==> src/rtl/fb_pkg.sv <==
// Shared frame-buffer constants and arbiter state encoding; frame_displayer
// reuses the geometry constants.
package fb_pkg;
    localparam int ADDR_W       = 19;
    localparam int DATA_W       = 8;
    localparam int FRAME_PIXELS = 307200;
    localparam logic [DATA_W-1:0] CLEAR_COLOR = 8'h00;

    typedef enum logic [1:0] {
        DRAW    = 2'd0,
        WAIT_VS = 2'd1,
        CLEAR   = 2'd2
    } arb_state_e;
endpackage

==> src/rtl/frame_buffer_arbiter_if.sv <==
// Draw-engine write handshake and single-port SRAM bus used by the arbiter.
interface fb_draw_if;
    logic                        valid;
    logic                        ready;
    logic [fb_pkg::ADDR_W-1:0]   addr;
    logic [fb_pkg::DATA_W-1:0]   data;
    logic                        frame_done;

    modport master (output valid, addr, data, frame_done, input ready);
    modport slave  (input valid, addr, data, frame_done, output ready);
endinterface

interface fb_mem_if;
    logic [fb_pkg::ADDR_W:0]     addr;
    logic [fb_pkg::DATA_W-1:0]   wdata;
    logic [fb_pkg::DATA_W-1:0]   rdata;
    logic                        we;
    logic                        re;

    modport master (output addr, wdata, we, re, input rdata);
    modport slave  (input addr, wdata, we, re, output rdata);
endinterface

==> src/rtl/frame_buffer_arbiter_read_pipe.sv <==
// Fixed-latency read return path: SRAM data arrives one cycle after the read
// strobe and is presented to the displayer one cycle after that.
module fb_read_pipe
    import fb_pkg::*;
(
    input  logic              clk,
    input  logic              rst,
    input  logic              re_i,
    input  logic [DATA_W-1:0] rdata_i,
    output logic [DATA_W-1:0] data_o,
    output logic              valid_o
);
    logic              vld_q;
    logic              valid_q;
    logic [DATA_W-1:0] data_q;

    always_ff @(posedge clk or posedge rst) begin
        if (rst) begin
            vld_q   <= 1'b0;
            valid_q <= 1'b0;
            data_q  <= '0;
        end else begin
            vld_q   <= re_i;
            valid_q <= vld_q;
            if (vld_q) data_q <= rdata_i;
        end
    end

    assign data_o  = data_q;
    assign valid_o = valid_q;
endmodule

==> src/rtl/frame_buffer_arbiter.sv <==
// Single-port frame-buffer owner: displayer reads with strict priority, draw
// engine writes the back buffer, swap at vblank with optional background clear.
module frame_buffer_arbiter
    import fb_pkg::*;
#(
    parameter int NPIX = FRAME_PIXELS
) (
    input  logic              clk,
    input  logic              rst,
    input  logic              disp_req_i,
    input  logic [ADDR_W-1:0] disp_addr_i,
    output logic [DATA_W-1:0] disp_data_o,
    output logic              disp_data_valid_o,
    fb_draw_if.slave          draw,
    input  logic              vsync_start_i,
    input  logic              clear_en_i,
    output logic              front_buf_o,
    output logic              busy_o,
    fb_mem_if.master          mem
);
    localparam logic [ADDR_W-1:0] LAST_PIX = ADDR_W'(NPIX - 1);

    arb_state_e        state_q, state_d;
    logic              front_q, front_d;
    logic [ADDR_W-1:0] clr_cnt_q, clr_cnt_d;
    logic [ADDR_W:0]   mem_addr_q, mem_addr_d;
    logic [DATA_W-1:0] mem_wdata_q, mem_wdata_d;
    logic              mem_we_q, mem_we_d;
    logic              mem_re_q, mem_re_d;

    always_comb begin
        state_d     = state_q;
        front_d     = front_q;
        clr_cnt_d   = clr_cnt_q;
        mem_addr_d  = mem_addr_q;
        mem_wdata_d = mem_wdata_q;
        mem_we_d    = 1'b0;
        mem_re_d    = 1'b0;

        // One SRAM slot per cycle: display read, then draw write, then clear.
        if (disp_req_i) begin
            mem_re_d   = 1'b1;
            mem_addr_d = {front_q, disp_addr_i};
        end else if (state_q == DRAW && draw.valid) begin
            mem_we_d    = 1'b1;
            mem_addr_d  = {~front_q, draw.addr};
            mem_wdata_d = draw.data;
        end else if (state_q == CLEAR) begin
            mem_we_d    = 1'b1;
            mem_addr_d  = {~front_q, clr_cnt_q};
            mem_wdata_d = CLEAR_COLOR;
        end

        case (state_q)
            DRAW: begin
                if (draw.frame_done) state_d = WAIT_VS;
            end
            WAIT_VS: begin
                if (vsync_start_i) begin
                    front_d   = ~front_q;
                    clr_cnt_d = '0;
                    state_d   = clear_en_i ? CLEAR : DRAW;
                end
            end
            CLEAR: begin
                // The clear pointer only advances on cycles that actually wrote.
                if (!disp_req_i) begin
                    if (clr_cnt_q == LAST_PIX) begin
                        clr_cnt_d = '0;
                        state_d   = DRAW;
                    end else begin
                        clr_cnt_d = clr_cnt_q + 1'b1;
                    end
                end
            end
            default: state_d = DRAW;
        endcase
    end

    always_ff @(posedge clk or posedge rst) begin
        if (rst) begin
            state_q     <= DRAW;
            front_q     <= 1'b0;
            clr_cnt_q   <= '0;
            mem_addr_q  <= '0;
            mem_wdata_q <= '0;
            mem_we_q    <= 1'b0;
            mem_re_q    <= 1'b0;
        end else begin
            state_q     <= state_d;
            front_q     <= front_d;
            clr_cnt_q   <= clr_cnt_d;
            mem_addr_q  <= mem_addr_d;
            mem_wdata_q <= mem_wdata_d;
            mem_we_q    <= mem_we_d;
            mem_re_q    <= mem_re_d;
        end
    end

    fb_read_pipe u_read_pipe (
        .clk     (clk),
        .rst     (rst),
        .re_i    (mem_re_q),
        .rdata_i (mem.rdata),
        .data_o  (disp_data_o),
        .valid_o (disp_data_valid_o)
    );

    assign draw.ready  = (state_q == DRAW) & ~disp_req_i & ~rst;
    assign mem.addr    = mem_addr_q;
    assign mem.wdata   = mem_wdata_q;
    assign mem.we      = mem_we_q;
    assign mem.re      = mem_re_q;
    assign front_buf_o = front_q;
    assign busy_o      = (state_q != DRAW);
endmodule
==> src/flat_wrapper.sv <==
// flat-port wrapper written by rule: the top's interface ports become plain ports
module frame_buffer_arbiter_flat import fb_pkg::*;
#(
    parameter int NPIX = FRAME_PIXELS
)
  (clk, rst, disp_req_i, disp_addr_i, disp_data_o, disp_data_valid_o, vsync_start_i, clear_en_i, front_buf_o, busy_o, draw_valid, draw_addr, draw_data, draw_frame_done, draw_ready, mem_addr, mem_wdata, mem_we, mem_re, mem_rdata);
  fb_draw_if draw_i ();
  fb_mem_if mem_i ();
  input  logic clk;
  input  logic rst;
  input  logic disp_req_i;
  input  logic [ADDR_W-1:0] disp_addr_i;
  output logic [DATA_W-1:0] disp_data_o;
  output logic disp_data_valid_o;
  input  logic vsync_start_i;
  input  logic clear_en_i;
  output logic front_buf_o;
  output logic busy_o;
  input wire logic [$bits(draw_i.valid)-1:0] draw_valid;
  input wire logic [$bits(draw_i.addr)-1:0] draw_addr;
  input wire logic [$bits(draw_i.data)-1:0] draw_data;
  input wire logic [$bits(draw_i.frame_done)-1:0] draw_frame_done;
  output wire logic [$bits(draw_i.ready)-1:0] draw_ready;
  output wire logic [$bits(mem_i.addr)-1:0] mem_addr;
  output wire logic [$bits(mem_i.wdata)-1:0] mem_wdata;
  output wire logic [$bits(mem_i.we)-1:0] mem_we;
  output wire logic [$bits(mem_i.re)-1:0] mem_re;
  input wire logic [$bits(mem_i.rdata)-1:0] mem_rdata;
  assign draw_i.valid = draw_valid;
  assign draw_i.addr = draw_addr;
  assign draw_i.data = draw_data;
  assign draw_i.frame_done = draw_frame_done;
  assign draw_ready = draw_i.ready;
  assign mem_addr = mem_i.addr;
  assign mem_wdata = mem_i.wdata;
  assign mem_we = mem_i.we;
  assign mem_re = mem_i.re;
  assign mem_i.rdata = mem_rdata;
  frame_buffer_arbiter #(.NPIX(NPIX)) u_core (.clk(clk), .rst(rst), .disp_req_i(disp_req_i), .disp_addr_i(disp_addr_i), .disp_data_o(disp_data_o), .disp_data_valid_o(disp_data_valid_o), .draw(draw_i), .vsync_start_i(vsync_start_i), .clear_en_i(clear_en_i), .front_buf_o(front_buf_o), .busy_o(busy_o), .mem(mem_i));
endmodule
==> config.mk <==
export PLATFORM = sky130hd
export DESIGN_NAME = frame_buffer_arbiter_flat
export DESIGN_NICKNAME = d
export VERILOG_FILES = /design/src/rtl/fb_pkg.sv /design/src/rtl/frame_buffer_arbiter_if.sv /design/src/rtl/frame_buffer_arbiter_read_pipe.sv /design/src/rtl/frame_buffer_arbiter.sv /design/src/flat_wrapper.sv
export SDC_FILE = /design/constraint.sdc
export NUM_CORES = 1
export LEC_CHECK = 0
export CORE_MARGIN = 8
export CORE_UTILIZATION = 45
export CTS_CLUSTER_DIAMETER = 60
export DETAILED_ROUTE_END_ITERATION = 10
export PLACE_DENSITY = 0.88
export RECOVER_POWER = 50
export SYNTH_ARGS = -nofsm -noshare
export SYNTH_HDL_FRONTEND = slang
export SYNTH_HIERARCHICAL = 1
export SYNTH_SLANG_ARGS = --single-unit
==> constraint.sdc <==
create_clock -name clk -period 2.33 [get_ports clk]
set_input_delay 0.466 -clock clk [delete_from_list [all_inputs] [get_ports clk]]
set_output_delay 0.466 -clock clk [all_outputs]
set_load 0.005 [all_outputs]
# After elaboration in Yosys (flattened, before gate mapping)
# Cells that the tools add are included.
[word_totals]
register_bits = 62
input_bits = 61
output_inout_bits = 42
word_cells = 52
[op_classes]
addsub = 1
eq_ne = 7
muxes = 19
n_bitwise = 5
reduce_logical = 10
[ops]
columns = ["op", "n"]
rows = [
  ["$mux W20", 3],
  ["$mux W19", 3],
  ["$pmux W19 S2", 1],
  ["$add A19 B1 Y19 const B", 1],
  ["$eq A19 B19 Y1 const B", 1],
  ["$mux W8", 2],
  ["$mux W2", 5],
  ["$ne A2 B2 Y1 const B", 4],
  ["$pmux W2 S3", 1],
  ["$reduce_bool A2 Y1", 3],
  ["$mux W1", 4],
  ["$reduce_and A2 Y1", 2],
  ["$reduce_and A4 Y1", 1],
  ["$not A1 Y1", 3],
  ["$reduce_and A3 Y1", 1],
  ["$reduce_bool A3 Y1", 1],
  ["$and A1 B1 Y1", 2],
  ["$eq A2 B1 Y1 const B", 1],
  ["$eq A2 B2 Y1 const B", 1],
  ["$logic_not A2 Y1", 1],
  ["$logic_and A1 B1 Y1", 1],
]

# Longest topological paths before layout
# Gate-level depths: netlist (run 1).
[logic_depth]
word_depth = 4
depth_mapped = 8
ltp_nobuf = 6

# By module
# The synthesis (run 1) kept the hierarchy.
[modules_own_cells]
columns = ["mod", "instances", "cells_each", "area_per_inst_um2", "seq_area_each_um2"]
rows = [
  ["frame_buffer_arbiter", 1, 269, 2583.7, 1301.2],
  ["fb_read_pipe", 1, 20, 385.4, 250.2],
]

# Least setup slack after synthesis (run 1)
# OpenSTA, ideal clock, no wires.
[synth_timing]
path_kind = "register to register"
from = "register u_core.clr_cnt_q[0]"
to = "register u_core.clr_cnt_q[2]"
setup_ns = 0.121
arrival_time_ns = 1.624
required_ns = 2.209
path_slack_ns = 0.585
path_stages_with_launch = 8
path_buffers = 1
synth_period_minus_slack_ns = 1.745
path_cell_list = "dfrtp_1 -> ha_1 -> and3_2 -> nand3_4 -> o31ai_4 -> buf_6 -> o21ai_1 -> a22o_1"
[synth_via]
elab_chain_len = 4
elab_cells_between_ends = 5
cone_classes = "1 x add/sub; 1 x eq/ne; 3 x mux"
[synth_rtl]
columns = ["element", "line", "text"]
rows = [
  ["start: declaration", "frame_buffer_arbiter.sv:25", "logic [ADDR_W-1:0] clr_cnt_q, clr_cnt_d;"],
  ["start signal: assignment", "frame_buffer_arbiter.sv:92", "clr_cnt_q <= clr_cnt_d;"],
  ["$add A19 B1 Y19 / $eq A19 B19 Y1 (equally long branches)", "frame_buffer_arbiter.sv:72, frame_buffer_arbiter.sv:68", ""],
  ["$mux W19 (*)", "frame_buffer_arbiter.sv:68", "if (clr_cnt_q == LAST_PIX) begin"],
  ["$mux W19 (*)", "frame_buffer_arbiter.sv:67", "if (!disp_req_i) begin"],
  ["$pmux W19 S2 (*)", "frame_buffer_arbiter.sv:54", "case (state_q)"],
]
# Mark *: on every way between the ends. The rest lies on a longest branch, timed or not. The select of a mux whose other input is x is not followed.
# A chain may end at the register's enable or synchronous reset.

# Worst setup path in the final report (run 1)
[layout_timing]
from = "register u_core.clr_cnt_q[0]"
to = "register u_core.clr_cnt_q[17]"
# Same word-level chain as after synthesis.

==> results of run 1 <==
[layout make-up]
class | instances | share of cell area [%]
clock buffer | 13 | 3.69
clock inverter | 3 | 2.09
inverter | 7 | 0.610
multi-input combinational | 205 | 29.9
sequential | 62 | 36.0
tap | 77 | 2.24
timing repair buffer | 113 | 25.4
[worst max-delay path, cell delays in order, from the launching register on]
cell      delay, ps
dfrtp_1         450
ha_1            210
and3_2          250
nand3_4         150
o31ai_4         490
or2b_1          350
o311ai_1        140
[cell families (layout without fill, tap and decap cells)]
kind of cell / after synthesis / in the layout / synth area share [%]
AOI/OAI and AO/OA: 79 / 79 / 19.4
buffers and inverters: 22 / 136 / 3.54
adders and majority gates: 1 / 1 / 0.421
xor gates and xnor gates: 5 / 5 / 1.47
DFF: 62 / 62 / 52.3
muxes: 10 / 10 / 4.72
and+or+nand+nor: 110 / 110 / 18.2
[per-layer routing]
layer	GRT usage, %	share of wire, %	wire [um]	vias to the layer above
met5	0	0	0	-
met4	7.46	1.3	118	0
met3	5.69	7.3	669	12
met2	34.7	52	4810	120
met1	21.7	39	3630	1371
li1	-	-	-	1276
[cells in the mapped netlist, types with 2 or more instances]
cell,number,share of area [%]
dfrtp_1,62,52
nand2_1,54,6.8
nor2_1,16,2.0
a21oi_1,11,1.9
a31oi_1,11,2.3
o22ai_1,11,2.3
a22o_1,10,2.9
o21ai_0,10,1.7
a221o_1,9,3.0
mux2_4,8,4.0
nand3_1,8,1.3
clkbuf_1,7,0.89
buf_2,6,1.0
inv_1,6,0.76
xnor2_1,5,1.5
nor3_1,4,0.67
nor4_1,4,0.84
and2_1,3,0.63
and3_1,3,0.63
nand4_1,3,0.63
o2bb2ai_1,3,0.89
o31ai_1,3,0.76
buf_6,2,0.76
mux2i_1,2,0.67
nand2b_1,2,0.42
nand3b_1,2,0.51
nor2b_1,2,0.42
o2bb2a_1,2,0.67
or4_1,2,0.51
[metrics by stage]
stage	utilization (%)	cell area, um^2	hold WS (ps)	total power [mW]	setup slack, ps
finish	67.8	4310	378	3.94	159
global placement	64.6	4100	357	2.74	168
global route	67.8	4310	389	4.14	26.8
floorplan	-	2970	306	2.05	585
CTS	68.5	4350	383	3.98	20.1
detailed placement	64.6	4100	369	2.77	97.8
[power groups by stage]
stage	registers, mW	clock network [mW]	logic [mW]
2_1_floorplan	1.44	0	0.611
3_3_place_gp	1.46	0	1.28
3_5_place_dp	1.47	0	1.31
4_1_cts	1.46	1.20	1.32
5_1_grt	1.49	1.25	1.40
6_report	1.46	1.18	1.30
[path summary, 6_finish.rpt]
kind	startpoint	end	slack, ps	depth (start not counted)
max	u_core/clr_cnt_q[0]	u_core/clr_cnt_q[17]	160	6
min reg2reg	u_core/mem.re	u_core/u_read_pipe/vld_q	380	0
max reg2reg	u_core/clr_cnt_q[0]	u_core/clr_cnt_q[17]	160	6
max in group asynchronous	rst	u_core/state_q[0]	510	3
min	u_core/mem.re	u_core/u_read_pipe/vld_q	380	0
min in group asynchronous	rst	u_core/u_read_pipe/data_o[3]	490	2
[sequential cells by signal (all words and copies together), names as in the netlist]
register                    cells
u_core/u_read_pipe/vld_q        1
u_core/mem.we                   1
u_core/mem.addr                20
u_core/u_read_pipe/data_o       8
u_core/mem.wdata                8
u_core/u_read_pipe/valid_o      1
u_core/clr_cnt_q               19
u_core/state_q                  2
u_core/front_buf_o              1
u_core/mem.re                   1
==> metrics.md, run 1 <==
| Metric | Value |
|---|---|
| CP Data Required Time | `2540 ps` |
| Antenna-violating nets left | `0` |
| Status | `completed` |
| # clock sinks | `62` |
| Remaining Overflow, GRT | `0` |
| Top FF cell, synth | `dfrtp_1` |
| Worst setup EP type | `flip-flop` |
| GP Congestion | `0.872` |
| Syn Nets | `351` |
| Seq pwr share | `37.2%` |
| Final period util | `93.2%` |
| Number of global-route vias before repair | `2965` |
| Worst VDD drop | `0.748 mV` |
| Hold WC Path Type | `reg -> reg` |
| Mapped cell area | `2970 um^2` |
| Seq. cell area | `1550 um^2` |
| RSZ-0062 raised after global routing | `no` |
| Fill count | `471` |
| PwrDens | `915 nW/um^2` |
| Setup-failing EPs final | `0` |
| DR vias/cell | `5.79` |
| Leak | `1.74 nW` |
| Switch Pwr | `1.16 mW` |
| Sequential area share after synthesis | `52.3%` |
| Clock transition at the registers of the reported paths | `70 ps` |
| Largest net degree at the start of global routing | `53` |
| Clock power frac | `29.9%` |
| Max Cap Violations | `0` |
| Total wire length | `9.22 mm` |
| Combinational group share of total power | `32.9%` |
| Nets | `460` |
| Area of the multi-input gates | `1290 um^2` |
| Initial DRC Count | `204` |
| Worst Tran Pin Value | `1300 ps` |
| Post-CTS setup repair buffer count | `0` |
| Ys Warns | `6` |
| Hpwl dp | `6.77 mm` |
| Arrival @ worst endpoint | `2380 ps` |
| TritonCTS clock tree | `built` |
| Slew headroom | `13.1%` |
| Post-synth EDFFs | `0` |
| Cts bufs inserted | `9` |
| Die H | `97.2 um` |
| Vias post-DR | `2779` |
| Top Ports | `103` |
| PostCTS Resize Cnt | `0` |
| Gr usage total | `19.7%` |
| Core box area | `6350 um^2` |
| Setup TNS | `0 ps` |
| Die X | `97.2 um` |
| Clock root buffer master | `clkbuf_8` |
| Die ar. | `9450 um^2` |
| FMAX | `0.461 GHz` |
| TritonRoute pass-1 iters | `4` |
| Final Skew | `6.46 ps` |
| Count of pins over their slew limit | `0` |
| Clock Latency Late Sink | `330 ps` |
| Int Power | `2.77 mW` |
| Synth Instances | `289` |
| Inserted Diodes | `0` |
| Worst setup SP type | `flip-flop` |
| Area growth, synth to finish | `45.1%` |
| Crit Path Max Fanout | `11` |
| Initial Util | `46.8%` |
| Ys async rst share | `100%` |
| Core Rows | `29` |
| CTS Buffer Depth | `2` |
| DRC errors left | `0` |
| Final Hold Fails | `0` |
| Commonest non-fill, non-tap cell in the layout | `clkdlybuf4s50_1` |
| Synth Register Bits | `62` |
| Hold Buf Count CTS | `0` |
| Sw frac | `29.6%` |
| Syn avg cell area | `10.3 um^2` |
| DP Cell Count | `464` |
| Most frequent cells in the layout | `clkdlybuf4s50_1 (99), dfrtp_1 (61), nand2_1 (54)` |
| Port bufs | `102` |
| First-pass GRT wire length | `15.2 mm` |
| Min cycle time layout | `2170 ps` |
| Layout cells sized above 1 | `8.19%` |
| Non-filler instance count after layout | `480` |
| Crit path kind | `reg -> reg` |
| Initial antenna violation count | `0` |
| # H-tree levels | `3` |
| Routed wire per std cell | `19.2 um` |
| Synth cell types | `47` |
(Power assumes the default switching activity.)
==> inputs of run 2 (changes only) <==
CORE_MARGIN = 2   (was 8)
==> run 2 against run 1 <==
  * Combinational power barely moved
  * Largest power group unchanged
  * Via count is 0.94% lower
  * Final cell count rose by 0.21%
  * Flip-flop and latch count is the same
  * Critical path type is now in -> out
==> metrics.md, run 2 (synthesis results as in run 1) <==
| Metric | Value |
|---|---|
| Status | `completed` |
| Final worst slack | `134 ps` |
| Clock transition at the registers of the reported paths | `70 ps` |
| Initial Util | `46.8%` |
| GP Congestion | `0.838` |
| Arrival @ worst endpoint | `1730 ps` |
| Gr usage total | `23.8%` |
| Worst Tran Pin Value | `803 ps` |
| Port bufs | `102` |
| Fin util | `66.8%` |
| PwrDens | `833 nW/um^2` |
| Int Power | `2.40 mW` |
| CTS Buffer Depth | `2` |
| Leak | `1.71 nW` |
| Area growth, synth to finish | `42.9%` |
| Fill count | `487` |
| Largest net degree at the start of global routing | `33` |
| Clock power frac | `21.8%` |
| Seq pwr share | `41.0%` |
| Max Cap Violations | `0` |
| Clock root buffer master | `clkbuf_8` |
| Inserted Diodes | `0` |
| Worst VDD drop | `0.583 mV` |
| CP Data Required Time | `1860 ps` |
| Core Rows | `29` |
| RSZ-0062 raised after global routing | `no` |
| Hold WC Path Type | `reg -> reg` |
| Hpwl dp | `6.22 mm` |
| Top Ports | `103` |
| Setup-failing EPs final | `0` |
| DRC errors left | `0` |
| First-pass GRT wire length | `13.6 mm` |
| Total wire length | `8.35 mm` |
| Most frequent cells in the layout | `clkdlybuf4s50_1 (97), dfrtp_1 (62), nand2_1 (54)` |
| Die H | `85.2 um` |
| Max reg flops | `20` |
| Post-CTS setup repair buffer count | `0` |
| Vias post-DR | `2753` |
| Antenna-violating nets left | `0` |
| FMAX | `0.455 GHz` |
| Worst slack, placed | `114 ps` |
| Slew headroom | `46.4%` |
| Count of pins over their slew limit | `0` |
| Sw frac | `32.2%` |
| Switch Pwr | `1.14 mW` |
| Seq. cell area | `1550 um^2` |
| Final Skew | `10.1 ps` |
| Die X | `85.2 um` |
| Remaining Overflow, GRT | `0` |
| Combinational group share of total power | `37.2%` |
| Area of the multi-input gates | `1290 um^2` |
| Worst setup EP type | `output port` |
| Final period util | `94.3%` |
| Worst setup SP type | `input port` |
| Initial DRC Count | `178` |
| Post-route cell area | `4240 um^2` |
| Number of global-route vias before repair | `2892` |
| # H-tree levels | `3` |
| Commonest non-fill, non-tap cell in the layout | `clkdlybuf4s50_1` |
| Core box area | `6350 um^2` |
| Total Power | `3.54 mW` |
| TritonRoute pass-1 iters | `4` |
| Initial antenna violation count | `0` |
| Crit path kind | `in -> out` |
| Min cycle time layout | `2200 ps` |
| Clock Latency Late Sink | `340 ps` |
| Final Hold Fails | `0` |
| Die ar. | `7260 um^2` |
| Placed Area | `4130 um^2` |
| # clock sinks | `62` |
| Routed wire per std cell | `17.4 um` |
| TritonCTS clock tree | `built` |
| Crit Path Max Fanout | `3` |
| Cts bufs inserted | `9` |
| Nets | `462` |
| Setup TNS | `0 ps` |
| DR vias/cell | `5.72` |
| Layout cells sized above 1 | `8.91%` |
[run 2: cell count changes in the layout (fill, tap and decap cells not counted), moves of 2 or more]
cell | previous run | this run
clkdlybuf4s50_1 | 99 | 97
clkinv_2 | 0 | 4
buf_4 | 8 | 10
clkbuf_1 | 4 | 2
bufinv_16 | 3 | 0
clkbuf_8 | 11 | 9
dlygate4sd3_1 | 3 | 5
[run 2: timing repair]
item,CTS,global route
setup endpoints to repair,1,1
resized for setup,1,1
hold buffers,0,0
[run 2: path summary, 6_finish.rpt]
kind                                           from                           end  slack, ps  cells past startpoint
worst max-delay path                            rst                    draw_ready        130                      3
worst min-delay path                  u_core/mem.re      u_core/u_read_pipe/vld_q        370                      0
worst max register to register  u_core/clr_cnt_q[0]           u_core/clr_cnt_q[2]        160                      8
worst min register to register        u_core/mem.re      u_core/u_read_pipe/vld_q        370                      0
max in group asynchronous                       rst           u_core/mem.addr[13]        320                      3
min in group asynchronous                       rst  u_core/u_read_pipe/data_o[5]        610                      2
[run 2: area by class of cell]
cell class                      instances  area share, %
Timing Repair Buffer                  115           26.5
Sequential cell                        62           36.6
Clock inverter                          5          0.649
Multi-Input combinational cell        205           30.4
Clock buffer                           10           3.01
Tap cell                               77           2.27
Inverter                                7          0.619
[run 2: stage by stage]
step	hold slack (ps)	std cells
3_5_place_dp	358	466
3_3_place_gp	355	466
6_report	371	481
4_1_cts	373	481
2_1_floorplan	306	289
5_1_grt	393	481
[run 2: power by group through the flow]
| stage | Sequential (mW) | Combinational [mW] | Clock (mW) |
|---|---|---|---|
| floorplan | 1.44 | 0.611 | 0 |
| CTS | 1.45 | 1.33 | 0.787 |
| detailed placement | 1.46 | 1.32 | 0 |
| finish | 1.45 | 1.32 | 0.772 |
| global route | 1.48 | 1.42 | 0.837 |
| global placement | 1.46 | 1.28 | 0 |
[run 2: worst max-delay path, stage by stage]
cell,delay [ps]
dlygate4sd3_1,580
nor3_2,160
clkdlybuf4s50_1,520
[run 2: per-layer routing]
layer / global-route usage [%] / wire length (um)
met1: 29.6 / 3320
met4: 10.1 / 179
met2: 40.3 / 4300
met5: 0 / 0
met3: 4.67 / 545
